### src/rtl/rf_wb_pkg.sv
// rf_wb_pkg: shared widths and entry type for the register-file writeback buffer.
package rf_wb_pkg;
  localparam int REG_W = 2;
  localparam int DATA_W = 16;
  localparam int NUM_REGS = 4;
  typedef struct packed {
    logic [REG_W-1:0] idx;
    logic [DATA_W-1:0] data;
  } rf_wb_entry_t;
endpackage

### src/rtl/rf_wb_match.sv
// rf_wb_match: newest-first lookup of a register index among the held buffer entries.
module rf_wb_match
  import rf_wb_pkg::*;
#(
  parameter int DEPTH = 4,
  parameter int PTR_W = $clog2(DEPTH),
  parameter int CNT_W = $clog2(DEPTH) + 1
) (
  input  rf_wb_entry_t       mem [DEPTH],
  input  logic [PTR_W-1:0]   head,
  input  logic [CNT_W-1:0]   count,
  input  logic [REG_W-1:0]   byp_reg,
  output logic               hit,
  output logic [DATA_W-1:0]  data
);
  logic [PTR_W-1:0] idx;
  // Walk oldest to newest so the last match written is the newest one.
  always_comb begin
    hit = 1'b0;
    data = '0;
    idx = '0;
    for (int i = 0; i < DEPTH; i++) begin
      idx = head + PTR_W'(i);
      if (CNT_W'(i) < count && mem[idx].idx == byp_reg) begin
        hit = 1'b1;
        data = mem[idx].data;
      end
    end
  end
endmodule

### src/rtl/rf_writeback_buffer.sv
// rf_writeback_buffer: FIFO that drains writeback results into the register file write port.
// Optional read-side bypass lookup of pending writes when RF_WB_BYPASS_EN is defined.
module rf_writeback_buffer
  import rf_wb_pkg::*;
#(
  parameter int DEPTH = 4,
  parameter int CNT_W = $clog2(DEPTH) + 1
) (
  input  logic              clk,
  input  logic              reset_n,
  input  logic              in_valid,
  output logic              in_ready,
  input  logic [REG_W-1:0]  in_reg,
  input  logic [DATA_W-1:0] in_data,
  input  logic              drain_en,
  output logic              rf_reg_write,
  output logic [REG_W-1:0]  rf_write_reg,
  output logic [DATA_W-1:0] rf_write_data,
  output logic [CNT_W-1:0]  count,
  output logic              empty
`ifdef RF_WB_BYPASS_EN
  ,
  input  logic [REG_W-1:0]  byp_reg1,
  input  logic [REG_W-1:0]  byp_reg2,
  output logic              byp_hit1,
  output logic              byp_hit2,
  output logic [DATA_W-1:0] byp_data1,
  output logic [DATA_W-1:0] byp_data2
`endif
);
  localparam int PTR_W = $clog2(DEPTH);
  rf_wb_entry_t mem [DEPTH];
  logic [PTR_W-1:0] head, tail;
  logic push, pop;
  assign empty = count == '0;
  assign in_ready = count != CNT_W'(DEPTH);
  assign push = in_valid && in_ready;
  assign pop = rf_reg_write;
  assign rf_reg_write = drain_en && !empty;
  assign rf_write_reg = empty ? '0 : mem[head].idx;
  assign rf_write_data = empty ? '0 : mem[head].data;
  always_ff @(posedge clk or negedge reset_n)
    if (!reset_n) begin
      head <= '0;
      tail <= '0;
      count <= '0;
    end else begin
      if (push) tail <= tail + 1'b1;
      if (pop) head <= head + 1'b1;
      count <= count + CNT_W'(push) - CNT_W'(pop);
    end
  // Storage needs no reset: count gates every use of an entry.
  always_ff @(posedge clk)
    if (push) mem[tail] <= '{idx: in_reg, data: in_data};
`ifdef RF_WB_BYPASS_EN
  rf_wb_match #(.DEPTH(DEPTH), .PTR_W(PTR_W), .CNT_W(CNT_W)) u_match1 (
    .mem(mem), .head(head), .count(count), .byp_reg(byp_reg1), .hit(byp_hit1), .data(byp_data1)
  );
  rf_wb_match #(.DEPTH(DEPTH), .PTR_W(PTR_W), .CNT_W(CNT_W)) u_match2 (
    .mem(mem), .head(head), .count(count), .byp_reg(byp_reg2), .hit(byp_hit2), .data(byp_data2)
  );
`endif
endmodule

### config.mk
export PLATFORM = sky130hd
export DESIGN_NAME = rf_writeback_buffer
export DESIGN_NICKNAME = d
export VERILOG_FILES = /design/src/rtl/rf_wb_pkg.sv /design/src/rtl/rf_wb_match.sv /design/src/rtl/rf_writeback_buffer.sv
export SDC_FILE = /design/constraint.sdc
export NUM_CORES = 1
export LEC_CHECK = 0
export BUFFER_PORTS_ARGS = -buffer_cell sky130_fd_sc_hd__buf_2
export CAP_MARGIN = 10
export CORE_MARGIN = 10
export CORE_UTILIZATION = 30
export CTS_CLUSTER_SIZE = 12
export DETAILED_ROUTE_END_ITERATION = 8
export GPL_ROUTABILITY_DRIVEN = 0
export SLEW_MARGIN = 10
export SYNTH_ARGS = -nofsm -noshare
export SYNTH_HDL_FRONTEND = slang
export SYNTH_SLANG_ARGS = --single-unit
export TNS_END_PERCENT = 50
### constraint.sdc
create_clock -name clk -period 2.5 [get_ports clk]
set_input_delay 0.125 -clock clk [delete_from_list [all_inputs] [get_ports clk]]
set_output_delay 0.125 -clock clk [all_outputs]
set_load 0.01 [all_outputs]
==> run metrics <==
outcome finished clean; Worst-Skew Late Latency between 300 and 400 ps; ant diodes 0; CTS root buffer clkbuf_8; Vias roughly 1600; Slew @ Worst Pin approximately 540 ps; core outline area 0.01023 sq mm; top cells by area, synth edfxtp_1 69%, mux4_2 13%, dfrtp_1 5.6%; Antenna Violating Nets Remaining 0; Period Utilization, post-route about 90%; vias in the first global route 1734; Top delay family on crit path adder cells; grt peak-use layer met2; most used flip-flop cell after synthesis edfxtp_1; CP max stage delay between 400 and 500 ps; CTS Buffer Depth 2; post-CTS resize count 0; DR iter-0 viols 54; clk_skew between 8 and 9 ps; final net count ~250; die outline width approximately 120 um; cell count along the critical path 10; cts bufs inserted 9; detailed placement HPWL about 4 mm; total gr overflow 0; unrepaired setup endpoints after global routing false; M3 GR Usage 2.775%; CP startpoint kind flop; Hold WC Path Type input pin to asynchronous set/reset pin; Total Wirelength between 6 and 7 mm; Distinct cells, synth 19; largest net degree at the start of global routing 21; initial core utilization a little under a third; Post-synth EDFFs 72; MaxCap Viol Count 0; Worst EP arrival between 2000 and 3000 ps; H-tree levels 3; IO Count 46; Slowest-stage cell, CP dfrtp_1; Post-synth top cells 72 x edfxtp_1, 19 x nor2b_1, 18 x mux4_2; CTS tree done; Seq/Total Area, Yosys roughly three quarters; fmax approximately 440 MHz; number of buffer and inverter stages on the critical path 3; synthesized area 0.003131 sq mm; cells on worst reg2reg path 10; GRT Total Usage ~8.7%; WL per Instance approximately 17 um; clock sink count between 70 and 80; Synthesis Warnings 0; Worst-path clk slew 90 ps; PortBufs 45; Placed Area approximately 0.0035 sq mm; syn_nets 179; final hold violation count 0; most frequent cell after synthesis edfxtp_1; vias per cell between 4 and 5; Avg Inst Size Synth approximately 21 sq um; WP data required about 2800 ps; Pwr Density roughly 1100 mW/mm^2; Die H 122.2 um; async set-or-reset flop fraction in the synthesized netlist 8.861%; CP Cell Sequence or3b_4 -> and2_4 -> inv_1 -> ha_1 -> inv_1 -> ha_1 -> inv_1 -> fa_1 -> xnor2_1 -> xnor2_1; WS Path Type flop to flop; setup_tns 0 ps; met2 Track Usage GR 14.37%; Final min period ~2300 ps; Peak VDD IR between 400 and 500 uV; CP dominant cell by count inv_1; Crit. End Element flop; drt drc 0; M1 GR Usage 10.08%; Synth Register Bits slightly below 80; first-pass GRT wire length approximately 9.5 mm; top-area cell type share of the netlist area 69.06%; Rel. slew slack approximately 64%; initial antenna violation count 0; area leader, netlist edfxtp_1; Die ar. roughly 0.015 sq mm; Post-CTS Setup Inserts 0; layout cells sized above 1 39.91%; drt first pass iters 4; post-route cell area between 0.003 and 0.004 sq mm; Leakage Power ~0.0014 uW; Slew Viols, Final 0; largest fanout on the critical path 6; hold_buf cts 19; Core Rows 37; Synth Instances 150; Finish-stage setup viols 0; Area growth syn-to-layout 24.54%
[metal layers]
metal / wire length, um / vias up
li1: - / 727
met1: 2520 / 810
met2: 3126 / 41
met3: 380 / 9
met4: 108 / 0
met5: 0 / -
[state kept, by name, indices dropped and copies added, names as in the netlist]
| name | cells |
|---|---|
| tail | 2 |
| head | 2 |
| count | 3 |
| mem | 72 |
[through the flow]
stage	hold slack, ps	instances	total power, uW	setup WS [ps]	utilization, %
6_report	135.4	364	4339	204.8	38.11
5_1_grt	145.7	364	4647	79.27	38.11
4_1_cts	121.1	364	4444	187.8	38.11
3_5_place_dp	-20.10	329	3571	211.5	34.51
3_3_place_gp	-34.85	329	3536	264.1	34.51
2_1_floorplan	-170.6	150	2952	190.3	-
[logic make-up (layout without fill, tap and decap cells)]
logic type                 Yosys count  in the layout  share of synthesized area, %
xor gates and xnor gates             5              5                         1.399
buffers and inverters               12             90                         1.679
DFF                                 79             79                         74.66
adders and majority gates            7              7                         3.038
muxes                               19             19                         13.43
and+or+nand+nor                     28             28                         5.795
[area by class of cell]
type	instances	area [sq um]
repair buffers	68	445.4
flip-flops and latches	79	2337
multi-input cells	59	745.7
clock inverters	7	53.80
well taps	136	170.2
clock buffers	9	123.9
fillers	949	6332
inverters	6	22.52
[final timing paths]
kind / from / to / slack, ps
min reg2reg: count[2]$_DFF_PN0_ / count[2]$_DFF_PN0_ / 560
max in group asynchronous: reset_n / tail[1]$_DFFE_PN0N_ / 2190
max: count[2]$_DFF_PN0_ / count[2]$_DFF_PN0_ / 200
min: reset_n / count[2]$_DFF_PN0_ / 140
min in group clk: drain_en / head[1]$_DFFE_PN0P_ / 140
max reg2reg: count[2]$_DFF_PN0_ / count[2]$_DFF_PN0_ / 200
[power by group]
| part | switching, uW | leakage [uW] | internal [uW] |
|---|---|---|---|
| clock network | 480 | 0.0000827 | 368 |
| logic | 858 | 0.000587 | 781 |
| registers | 86.8 | 0.000741 | 1770 |
[layout by cell type, fill, tap and decap left out, drive strengths merged]
cell type    count
fa               1
mux2             1
ha               6
xor2             2
buf             49
nor3             1
nor2             1
nand2            1
clkinv           1
and3             4
mux4            18
dfrtp            7
nor2b           19
and2             1
xnor2            3
clkinvlp         3
clkbuf           9
edfxtp          72
inv              9
or3b             1
dlygate4sd3     19
No activity file was read; power rests on OpenSTA's default activity.
